==> config.mk <==
export PLATFORM = sky130hd
export DESIGN_NAME = mem_access_initiator
export DESIGN_NICKNAME = d
export VERILOG_FILES = /design/src/rtl/mem_access_initiator.sv
export SDC_FILE = /design/constraint.sdc
export NUM_CORES = 1
export LEC_CHECK = 0
export ABC_AREA = 1
export ABC_CLOCK_PERIOD_IN_PS = 3600
export CORE_ASPECT_RATIO = 0.9
export CORE_MARGIN = 8
export CORE_UTILIZATION = 37
export DETAILED_ROUTE_END_ITERATION = 10
export PLACE_DENSITY = 0.7
export SLEW_MARGIN = 20
export SYNTH_ARGS = -nofsm -noshare
export SYNTH_HDL_FRONTEND = slang
export SYNTH_SLANG_ARGS = --single-unit
==> constraint.sdc <==
create_clock -name clk -period 3.6 [get_ports clk]
set_input_delay 0.72 -clock clk [delete_from_list [all_inputs] [get_ports clk]]
set_output_delay 0.72 -clock clk [all_outputs]
set_load 0.1 [all_outputs]
==> src/rtl/mem_access_initiator.sv <==
// Load/store initiator for one port of the unified memory.
// Takes byte/half/word requests from the load/store stage, drives the memory
// port with word address, byte mask and lane-replicated data, and returns
// lane-extracted, extended load data over a valid/ready response.
module mem_access_initiator #(
  parameter int unsigned MEMORY_DEPTH_IN_BYTE = 32'd16384
) (
  input  logic        clk,
  input  logic        reset_n,
  input  logic        req_valid,
  output logic        req_ready,
  input  logic        req_write,
  input  logic [1:0]  req_size,
  input  logic        req_unsigned,
  input  logic [31:0] req_addr,
  input  logic [31:0] req_wdata,
  output logic        resp_valid,
  input  logic        resp_ready,
  output logic [31:0] resp_rdata,
  output logic        resp_error,
  output logic        mem_en,
  output logic [3:0]  mem_we,
  output logic [31:0] mem_addr,
  output logic [31:0] mem_din,
  input  logic [31:0] mem_dout
);

  typedef enum logic [1:0] {
    IDLE  = 2'd0,
    ISSUE = 2'd1,
    WAIT  = 2'd2,
    RESP  = 2'd3
  } state_t;

  state_t      state_r, state_s;
  logic [1:0]  offset_r, offset_s;
  logic [1:0]  size_r, size_s;
  logic        unsigned_r, unsigned_s;
  logic        write_r, write_s;
  logic        resp_valid_r, resp_valid_s;
  logic        resp_error_r, resp_error_s;
  logic [31:0] resp_rdata_r, resp_rdata_s;
  logic        mem_en_r, mem_en_s;
  logic [3:0]  mem_we_r, mem_we_s;
  logic [31:0] mem_addr_r, mem_addr_s;
  logic [31:0] mem_din_r, mem_din_s;

  // Reserved size, misalignment for the access size, or address past the end of memory.
  function automatic logic is_bad_req(input logic [1:0] size, input logic [31:0] addr);
    logic bad;
    case (size)
      2'd0:    bad = 1'b0;
      2'd1:    bad = addr[0];
      2'd2:    bad = (addr[1:0] != 2'b00);
      default: bad = 1'b1;
    endcase
    if (addr >= MEMORY_DEPTH_IN_BYTE) begin
      bad = 1'b1;
    end else begin
      bad = bad;
    end
    return bad;
  endfunction

  // Byte write enables for a store of the given size at the given byte offset.
  function automatic logic [3:0] store_mask(input logic [1:0] size, input logic [1:0] offset);
    logic [3:0] mask;
    case (size)
      2'd0:    mask = 4'b0001 << offset;
      2'd1:    mask = 4'b0011 << offset;
      2'd2:    mask = 4'b1111;
      default: mask = 4'b0000;
    endcase
    return mask;
  endfunction

  // Replicate the right-aligned store data across every lane it could land in.
  function automatic logic [31:0] store_data(input logic [1:0] size, input logic [31:0] wdata);
    logic [31:0] data;
    case (size)
      2'd0:    data = {4{wdata[7:0]}};
      2'd1:    data = {2{wdata[15:0]}};
      2'd2:    data = wdata;
      default: data = 32'd0;
    endcase
    return data;
  endfunction

  // Pick the addressed lane out of the read word and sign- or zero-extend it.
  function automatic logic [31:0] load_extract(input logic [1:0] size, input logic [1:0] offset,
                                               input logic uns, input logic [31:0] dout);
    logic [7:0]  lane_b;
    logic [15:0] lane_h;
    logic [31:0] result;
    lane_b = dout[{offset, 3'b000} +: 8];
    lane_h = dout[{offset[1], 4'b0000} +: 16];
    case (size)
      2'd0:    result = uns ? {24'd0, lane_b} : {{24{lane_b[7]}}, lane_b};
      2'd1:    result = uns ? {16'd0, lane_h} : {{16{lane_h[15]}}, lane_h};
      default: result = dout;
    endcase
    return result;
  endfunction

  // Ready depends on reset_n directly so it falls the instant reset asserts.
  assign req_ready  = (state_r == IDLE) && reset_n;
  assign resp_valid = resp_valid_r;
  assign resp_error = resp_error_r;
  assign resp_rdata = resp_rdata_r;
  assign mem_en     = mem_en_r;
  assign mem_we     = mem_we_r;
  assign mem_addr   = mem_addr_r;
  assign mem_din    = mem_din_r;

  // Next-state and next-output decode; every register holds unless a state changes it.
  always_comb begin
    state_s      = state_r;
    offset_s     = offset_r;
    size_s       = size_r;
    unsigned_s   = unsigned_r;
    write_s      = write_r;
    resp_valid_s = resp_valid_r;
    resp_error_s = resp_error_r;
    resp_rdata_s = resp_rdata_r;
    mem_en_s     = mem_en_r;
    mem_we_s     = mem_we_r;
    mem_addr_s   = mem_addr_r;
    mem_din_s    = mem_din_r;
    case (state_r)
      IDLE: begin
        if (req_valid && req_ready) begin
          offset_s   = req_addr[1:0];
          size_s     = req_size;
          unsigned_s = req_unsigned;
          write_s    = req_write;
          if (is_bad_req(req_size, req_addr)) begin
            state_s      = RESP;
            resp_valid_s = 1'b1;
            resp_error_s = 1'b1;
            resp_rdata_s = 32'd0;
          end else begin
            state_s    = ISSUE;
            mem_en_s   = 1'b1;
            mem_addr_s = {req_addr[31:2], 2'b00};
            mem_we_s   = req_write ? store_mask(req_size, req_addr[1:0]) : 4'b0000;
            mem_din_s  = req_write ? store_data(req_size, req_wdata) : 32'd0;
          end
        end else begin
          state_s = IDLE;
        end
      end
      ISSUE: begin
        mem_en_s  = 1'b0;
        mem_we_s  = 4'b0000;
        mem_din_s = 32'd0;
        if (write_r) begin
          state_s      = RESP;
          resp_valid_s = 1'b1;
          resp_error_s = 1'b0;
          resp_rdata_s = 32'd0;
        end else begin
          state_s = WAIT;
        end
      end
      WAIT: begin
        state_s      = RESP;
        resp_valid_s = 1'b1;
        resp_error_s = 1'b0;
        resp_rdata_s = load_extract(size_r, offset_r, unsigned_r, mem_dout);
      end
      RESP: begin
        if (resp_ready) begin
          state_s      = IDLE;
          resp_valid_s = 1'b0;
          resp_error_s = 1'b0;
          resp_rdata_s = 32'd0;
        end else begin
          state_s = RESP;
        end
      end
      default: begin
        state_s      = IDLE;
        resp_valid_s = 1'b0;
        resp_error_s = 1'b0;
        resp_rdata_s = 32'd0;
        mem_en_s     = 1'b0;
        mem_we_s     = 4'b0000;
        mem_din_s    = 32'd0;
      end
    endcase
  end

  // State and output registers; reset drops mem_en at once so no write commits.
  always_ff @(posedge clk or negedge reset_n) begin
    if (!reset_n) begin
      state_r      <= IDLE;
      offset_r     <= 2'd0;
      size_r       <= 2'd0;
      unsigned_r   <= 1'b0;
      write_r      <= 1'b0;
      resp_valid_r <= 1'b0;
      resp_error_r <= 1'b0;
      resp_rdata_r <= 32'd0;
      mem_en_r     <= 1'b0;
      mem_we_r     <= 4'b0000;
      mem_addr_r   <= 32'd0;
      mem_din_r    <= 32'd0;
    end else begin
      state_r      <= state_s;
      offset_r     <= offset_s;
      size_r       <= size_s;
      unsigned_r   <= unsigned_s;
      write_r      <= write_s;
      resp_valid_r <= resp_valid_s;
      resp_error_r <= resp_error_s;
      resp_rdata_r <= resp_rdata_s;
      mem_en_r     <= mem_en_s;
      mem_we_r     <= mem_we_s;
      mem_addr_r   <= mem_addr_s;
      mem_din_r    <= mem_din_s;
    end
  end

endmodule

==> impl_metrics.ini, run 1 <==
[drt]
final_antenna_net_count = 0
vias_per_cell = 4.720
drc = 0
drt_iter0_markers = 418
routed_wl_um = 17580
wire_per_inst_um = 15.99
dr.pass1.iters = 5
vias = 5187

[finish]
regArea_mm2 = 0.002728
fill_cells = 1352
multi_input_area_mm2 = 0.002207
drive_gt1_share_pct = 4.972
layout_commonest_cell = nand2_1
mostFrequentLayoutCells = 265 x nand2_1, 199 x clkdlybuf4s50_1, 109 x dfrtp_1
syn2layout_area_growth_pct = 46.30
nets = 1004

[status]
outcome = finished clean

[critical_path]
worstPathArrival_ns = 3.12
worstPathMaxFanout = 37
cp_slowest_cell = clkdlybuf4s50_1
crit_path_cell_trace = clkdlybuf4s50_1 > inv_2 > nor2_4 > nand2_1 > nand3_1 > nor2_2 > buf_4 > nand2_2 > nand2_4 > nand2_1 > nand2_1
crit_type = in -> reg
rrSetupSlack_ns = 1.19
critPathRequiredTime_ns = 3.89
crit_start = req_size[1]
r2r_cells = 9
slowest_delay_ns = 0.67
endpoint = resp_rdata[13]
reg2reg_from = state_r[0]
cp-start-kind = input port
end_kind = register
reg2reg_to = mem_addr[4]
cpMostUsedCell = nand2_1

[clock_tree]
cts_tree = built
cts_num_sinks = 109
htree_levels = 3
clock-root-buffer = clkbuf_16
cts-resized-gates = 0
clk_path_buf_depth = 2
clk_pin_slew_ns = 0.08
postCtsSetupBuffers = 0
clk_latency_ns = 0.36
cts_hold_buf = 0
cts_buffers = 9

[yosys]
synth_area_mm2 = 0.005359
synth_enable_flop_cells = 0
synth-seq-cells = 109
synth_top_flop_cell = dfrtp_1
avgSynthCellArea_um2 = 7.527
synth_cells = 712
async_flop_share_pct = 100.0
synth_warnings = 0
yosysSeqAreaShare_pct = 50.90
synth_cell_type_count = 24

[placed_design]
dpl.hpwl_um = 13380
place_congestion = 0.8648
port_buffers = 205

[sta]
post-route-period-util_pct = 78.63
finalHoldViolCount = 0
maxSlewViolCount = 0
tns_ns = 0
rsz0062_at_grt = no
worst_clock_skew_ns = 0.008680
layout_min_cycle_time_ns = 2.831
finalSetupViolations = 0
fmax_ghz = 0.3533
worst_slew_pin_slew_ns = 1.047
relSlewSlack_pct = 29.79

[global_routing]
grt_start_max_net_pins = 65
grt_pass1_wl_um = 27290
antenna_found_initial = 1
track_usage_pct = 18.82
grt-ovfl-total = 0
grt_pass1_vias = 4992

[floorplan]
initial_core_util_pct = 37.99
dieWidth_um = 142.9
core_area_mm2 = 0.01411
ios = 208
row_count = 41
dieArea_mm2 = 0.01860
fp.dieH_um = 130.2

[min_path]
min_path_type = reg -> reg
min_path_cells = 2

[pwr]
power.total_w = 0.004877
powerDensity_mw_per_mm2 = 622.1
leakagePower_nw = 4.000
worst_ir_drop_vdd_mv = 0.3540

[flow_run]
timing.max_cap.violations = 0
==> kinds of logic (layout without fill, tap and decap cells) <==
| family | count (synthesis) | after routing | share of synthesized area, % |
|---|---|---|---|
| buffers and inverters | 96 | 288 | 7.985 |
| AND/OR/NAND/NOR | 436 | 436 | 33.67 |
| flip-flops | 109 | 109 | 50.90 |
| AO/OA/AOI/OAI | 70 | 70 | 7.378 |
| other | 1 | 3 | 0.06998 |
==> worst max-delay path: cells and delay by family <==
family,cells,cell delay [ns]
buffers and inverters,3,1.36
and+or+nand+nor,8,1.03
==> cell type report <==
| type | count | area share (%) |
|---|---|---|
| antenna | 1 | 0.03192 |
| clock buffer | 9 | 2.873 |
| clock inverter | 7 | 1.245 |
| inverter | 57 | 2.729 |
| multi-input combinational | 508 | 28.15 |
| sequential | 109 | 34.79 |
| tap | 193 | 3.080 |
| timing repair buffer | 215 | 27.10 |
==> synth_stat cells, types with 5 or more instances <==
library cell  instances  area [µm²]
nand2_1             265       994.7
dfrtp_1             109        2728
nand3_1              87       435.4
nor2_1               70       262.8
inv_1                55       206.5
o21ai_0              29       145.1
a21oi_1              27       135.1
buf_2                15       75.07
clkbuf_1             13       48.80
a22o_1                8       70.07
o211ai_1              6       45.04
buf_6                 5       56.30
==> registers in the layout, indices dropped and copies added (netlist names) <==
| register | cells |
|---|---|
| resp_rdata | 32 |
| resp_valid | 1 |
| resp_error | 1 |
| size_r | 2 |
| mem_we | 4 |
| mem_din | 32 |
| write_r | 1 |
| mem_addr | 30 |
| unsigned_r | 1 |
| mem_en | 1 |
| offset_r | 2 |
| state_r | 2 |
==> power breakdown <==
group	total, W	internal (W)	switching (W)
registers	0.00152	0.00139	0.000129
logic	0.00229	0.000589	0.00170
clock network	0.00107	0.000568	0.000506
total	0.00488	0.00254	0.00233
==> how the worst min path moves through the flow <==
stage	startpoint	to
after floorplan	reset_n	mem_addr[10]
after global placement	resp_rdata[5]	resp_rdata[5]
after detailed placement	resp_rdata[20]	resp_rdata[20]
after CTS	resp_rdata[9]	resp_rdata[9]
after global routing	resp_rdata[5]	resp_rdata[5]
final	resp_rdata[24]	resp_rdata[24]
==> through the flow <==
| stage | utilization [%] | worst slack (ns) | cell area [µm²] | hold slack (ns) | std cells |
|---|---|---|---|---|---|
| 6_report | 55.57 | 0.7693 | 7840 | 0.4768 | 1099 |
| 5_1_grt | 55.57 | 0.5310 | 7840 | 0.4972 | 1099 |
| 4_1_cts | 55.56 | 0.7860 | 7838 | 0.4818 | 1098 |
| 3_5_place_dp | 53.27 | 0.4304 | 7515 | 0.4621 | 1082 |
| 3_3_place_gp | 53.27 | 0.5067 | 7515 | 0.4551 | 1082 |
| 2_1_floorplan | - | 1.051 | 5363 | 0.4244 | 713 |
==> routing by layer <==
layer	GRT usage, %	vias up	wire length (µm)
li1	-	2619	-
met1	25.16	2394	7775
met2	29.50	162	8487
met3	4.454	12	1089
met4	6.242	0	225
met5	0	-	0
(Power assumes the default switching activity.)
==> run 2: changes to the inputs <==
--- a/config.mk
+++ b/config.mk
@@ -6,7 +6,7 @@
 export NUM_CORES = 1
 export LEC_CHECK = 0
 export ABC_AREA = 1
-export ABC_CLOCK_PERIOD_IN_PS = 3600
+export ABC_CLOCK_PERIOD_IN_PS = 2650
 export CORE_ASPECT_RATIO = 0.9
 export CORE_MARGIN = 8
 export CORE_UTILIZATION = 37
==> constraint.sdc (replaced) <==
create_clock -name clk -period 2.65 [get_ports clk]
set_input_delay 0.53 -clock clk [delete_from_list [all_inputs] [get_ports clk]]
set_output_delay 0.53 -clock clk [all_outputs]
set_load 0.1 [all_outputs]
==> impl_metrics.ini, run 2 (synthesis results as in run 1) <==
[drt]
drc = 0
dr.pass1.iters = 7
wire_per_inst_um = 15.74
drt_iter0_markers = 402
vias = 5189
routed_wl_um = 17380
vias_per_cell = 4.700
final_antenna_net_count = 0

[finish]
nets = 1010
n_antenna_cell = 0
layout_commonest_cell = nand2_1
drive_gt1_share_pct = 16.25
syn2layout_area_growth_pct = 43.10
mostFrequentLayoutCells = 265 x nand2_1, 117 x buf_4, 109 x dfrtp_1

[global_routing]
grt_start_max_net_pins = 68
grt_pass1_wl_um = 27010
antenna_found_initial = 0
track_usage_pct = 18.58
grt-ovfl-total = 0
grt_pass1_vias = 4913

[critical_path]
cpMostUsedCell = nand2_1
crit_type = reg -> reg
crit_cells = 7
worstPathMaxFanout = 34
crit_start = state_r[0]
rrSetupSlack_ns = 0.44
cp-start-kind = register
r2r_cells = 7
worst-path-buf-inv = 0
cp_slowest_cell = dfrtp_1
crit_family = simple AND/OR/NAND/NOR gates
critPathRequiredTime_ns = 2.88
end_kind = register
reg2reg_from = state_r[0]
slowest_delay_ns = 0.44
worstPathArrival_ns = 2.44
endpoint = resp_rdata[6]
reg2reg_to = resp_rdata[6]
crit_path_cell_trace = nor2_2 > and2_1 > nand2_1 > a21oi_1 > nand2_4 > nand2_1 > nand2_1

[pwr]
powerDensity_mw_per_mm2 = 863.8
worst_ir_drop_vdd_mv = 0.4920
leakagePower_nw = 4.185

[clock_tree]
cts_num_sinks = 109
cts-resized-gates = 0
cts_tree = built
postCtsSetupBuffers = 0
clk_latency_ns = 0.35
htree_levels = 3
clk_pin_slew_ns = 0.08
cts_hold_buf = 0
cts_buffers = 9
clock-root-buffer = clkbuf_16
clk_path_buf_depth = 2

[floorplan]
core_area_mm2 = 0.01411
fp.dieH_um = 130.2
dieWidth_um = 142.9
dieArea_mm2 = 0.01860
initial_core_util_pct = 37.99
row_count = 41
ios = 208

[min_path]
min_path_type = in -> async

[status]
outcome = finished clean

[sta]
finalSetupViolations = 0
worst_slew_pin_slew_ns = 0.8486
rsz0062_at_grt = no
fin_ws_ns = 0.4420
post-route-period-util_pct = 83.32
whs_ns = 0.2714
tns_ns = 0
fmax_ghz = 0.4529
finalHoldViolCount = 0
relSlewSlack_pct = 43.43
maxSlewViolCount = 0
layout_min_cycle_time_ns = 2.208
worst_clock_skew_ns = 0.007283

[placed_design]
dp_slack_ns = 0.2710
port_buffers = 205
dpl.hpwl_um = 13350
place_congestion = 0.8721

[flow_run]
timing.max_cap.violations = 0
## run 2: where the power goes
part,switching [W],internal [W],total (W)
sequential,0.000179,0.00188,0.00206
combinational,0.00228,0.000764,0.00305
clock,0.000661,0.000854,0.00151
total,0.00312,0.00350,0.00662
## run 2: cell type report
type	count	area [µm²]
flip-flops and latches	109	2728
clock buffers	9	225.2
well taps	193	241.5
multi-input cells	508	2207
inverters	57	214.0
clock inverters	7	113.9
repair buffers	221	1939
fillers	1338	6439
## run 2: worst min path at each step
stage	end	slack [ns]
2_1_floorplan	mem_addr[10]	0.23
3_3_place_gp	resp_valid	0.46
3_5_place_dp	resp_rdata[31]	0.46
4_1_cts	resp_rdata[13]	0.30
5_1_grt	resp_rdata[4]	0.32
6_report	resp_rdata[10]	0.27
## run 2: worst register-to-register path: stages (launching register included)
cell and delay [ns]:
dfrtp_1 0.44, nor2_2 0.18, and2_1 0.28, nand2_1 0.32
a21oi_1 0.38, nand2_4 0.29, nand2_1 0.14, nand2_1 0.07
## run 2: per-layer routing
| metal | routed length (µm) | GRT usage, % | part of all wire [%] |
|---|---|---|---|
| met1 | 8010 | 25.54 | 46 |
| met4 | 153 | 4.494 | 0.88 |
| met3 | 1076 | 4.089 | 6.2 |
| met2 | 8137 | 29.25 | 47 |
| met5 | 0 | 0 | 0 |
## run 2: metrics by stage
step	area, µm²	utilization [%]	power (W)	std cells
after CTS	7669	54.36	0.006664	1104
after global routing	7669	54.36	0.007026	1104
final	7669	54.36	0.006624	1104
after global placement	7330	51.96	0.005126	1088
after detailed placement	7330	51.96	0.005133	1088
after floorplan	5363	-	0.004404	713
==> run 3: changes to the inputs <==
--- a/config.mk
+++ b/config.mk
@@ -6,12 +6,12 @@
 export NUM_CORES = 1
 export LEC_CHECK = 0
 export ABC_AREA = 1
-export ABC_CLOCK_PERIOD_IN_PS = 2650
+export ABC_CLOCK_PERIOD_IN_PS = 1850
 export CORE_ASPECT_RATIO = 0.9
 export CORE_MARGIN = 8
 export CORE_UTILIZATION = 37
 export DETAILED_ROUTE_END_ITERATION = 10
-export PLACE_DENSITY = 0.7
+export PLACE_DENSITY = 0.72
 export SLEW_MARGIN = 20
 export SYNTH_ARGS = -nofsm -noshare
 export SYNTH_HDL_FRONTEND = slang
==> constraint.sdc (replaced) <==
create_clock -name clk -period 1.85 [get_ports clk]
set_input_delay 0.37 -clock clk [delete_from_list [all_inputs] [get_ports clk]]
set_output_delay 0.37 -clock clk [all_outputs]
set_load 0.1 [all_outputs]
==> impl_metrics.ini, run 3 (synthesis results as in run 1) <==
[finish]
final_util_pct = 65.20
layout_commonest_cell = nand2_1
mostFrequentLayoutCells = 265 x nand2_1, 109 x dfrtp_1, 108 x buf_12
nets = 1038
stdcell_count = 1133
syn2layout_area_growth_pct = 71.63
fin_area_mm2 = 0.009198
drive_gt1_share_pct = 18.96
fill_cells = 1137

[sta]
layout_min_cycle_time_ns = 1.722
rsz0062_at_grt = no
relSlewSlack_pct = 59.29
whs_ns = 0.1007
worst_slew_pin_slew_ns = 0.6106
fmax_ghz = 0.5808
finalHoldViolCount = 0
post-route-period-util_pct = 93.07
worst_clock_skew_ns = 0.01057
maxSlewViolCount = 0
finalSetupViolations = 0

[drt]
vias = 5321
drt_iter0_markers = 297
routed_wl_um = 18140
drc = 0
final_antenna_net_count = 0
wire_per_inst_um = 16.01
dr.pass1.iters = 5
vias_per_cell = 4.696

[clock_tree]
clk_path_buf_depth = 2
cts-resized-gates = 0
cts_tree = built
cts_num_sinks = 109
postCtsSetupBuffers = 0
htree_levels = 3
clk_latency_ns = 0.35
clock-root-buffer = clkbuf_16
clk_pin_slew_ns = 0.08
cts_buffers = 9
cts_hold_buf = 0

[global_routing]
grt_pass1_vias = 5248
antenna_found_initial = 1
track_usage_pct = 19.50
grt-ovfl-total = 0
grt_pass1_wl_um = 28460
grt_start_max_net_pins = 110

[critical_path]
reg2reg_to = resp_rdata[16]
cp_slowest_cell = clkdlybuf4s50_1
cpMostUsedCell = nand2_1
crit_type = in -> reg
crit_start = req_addr[1]
crit_family = buffers and inverters
crit_path_cell_trace = clkdlybuf4s50_1 > inv_1 > nand2_1 > nand2_1 > nand3_1 > nor2_2 > nand2_1 > buf_6 > clkinvlp_4 > buf_12 > nand2_1 > nand2_1
endpoint = mem_addr[7]
crit_cells = 12
worst-path-buf-inv = 5
end_kind = register
worstPathArrival_ns = 1.97
rrSetupSlack_ns = 0.16
cp-start-kind = input port
reg2reg_from = state_r[0]
worstPathMaxFanout = 11
critPathRequiredTime_ns = 2.10
r2r_cells = 8
slowest_delay_ns = 0.53

[floorplan]
dieWidth_um = 142.9
initial_core_util_pct = 37.99
fp.dieH_um = 130.2
dieArea_mm2 = 0.01860
core_area_mm2 = 0.01411
ios = 208
row_count = 41

[min_path]
min_path_type = in -> async

[placed_design]
place_congestion = 0.9304
port_buffers = 205
dpl.hpwl_um = 14060
place_inst = 1115
dpl_cell_area_mm2 = 0.008861

[pwr]
power.total_w = 0.01013
powerDensity_mw_per_mm2 = 1102
worst_ir_drop_vdd_mv = 0.7071
leakagePower_nw = 4.697

[status]
outcome = finished clean

[flow_run]
timing.max_cap.violations = 0
## run 3: changes by cell type in the layout (fill, tap and decap cells not counted), sizes merged
cell	change
clkbuf	+1
diode	+1
clkinv	+1
clkinvlp	+3
dlymetal6s2s	+3
buf	+27
inv	-2
bufinv	-2
clkdlybuf4s50	-3
## run 3: final cells by class
class	instances	area [µm²]	share of cell area [%]
Antenna cell	1	2.502	0.02721
Sequential cell	109	2728	29.66
Tap cell	193	241.5	2.625
Clock buffer	9	225.2	2.449
Multi-Input combinational cell	508	2217	24.11
Clock inverter	7	57.56	0.6258
Inverter	57	217.7	2.367
Timing Repair Buffer	249	3508	38.14
## run 3: how the worst min path moves through the flow
stage,to,depth (start not counted),slack (ns),startpoint
2_1_floorplan,mem_addr[10],0,0.07,reset_n
5_1_grt,resp_rdata[11],2,0.17,reset_n
4_1_cts,resp_rdata[1],2,0.16,reset_n
3_5_place_dp,resp_rdata[1],2,0.52,resp_rdata[1]
3_3_place_gp,write_r,2,0.48,write_r
6_report,resp_rdata[13],2,0.10,reset_n
## run 3: stage by stage
step | setup WS (ns) | TNS (ns)
finish | 0.1282 | 0
global placement | -0.1757 | -15.77
global route | 0.01458 | 0
floorplan | 0.006339 | 0
detailed placement | -0.2635 | -21.63
CTS | 0.1136 | 0
## run 3: power by group
part           internal (W)  switching [W]  total (W)
clock network      0.000933       0.000919    0.00185
registers           0.00270       0.000329    0.00303
logic               0.00186        0.00339    0.00525
## run 3: routing by layer
metal	share of wire, %	up-vias	GRT usage (%)
met5	0	-	0
met4	2.1	0	7.428
met3	6.6	26	4.418
met2	48	176	31.35
met1	44	2437	25.20
li1	-	2682	-
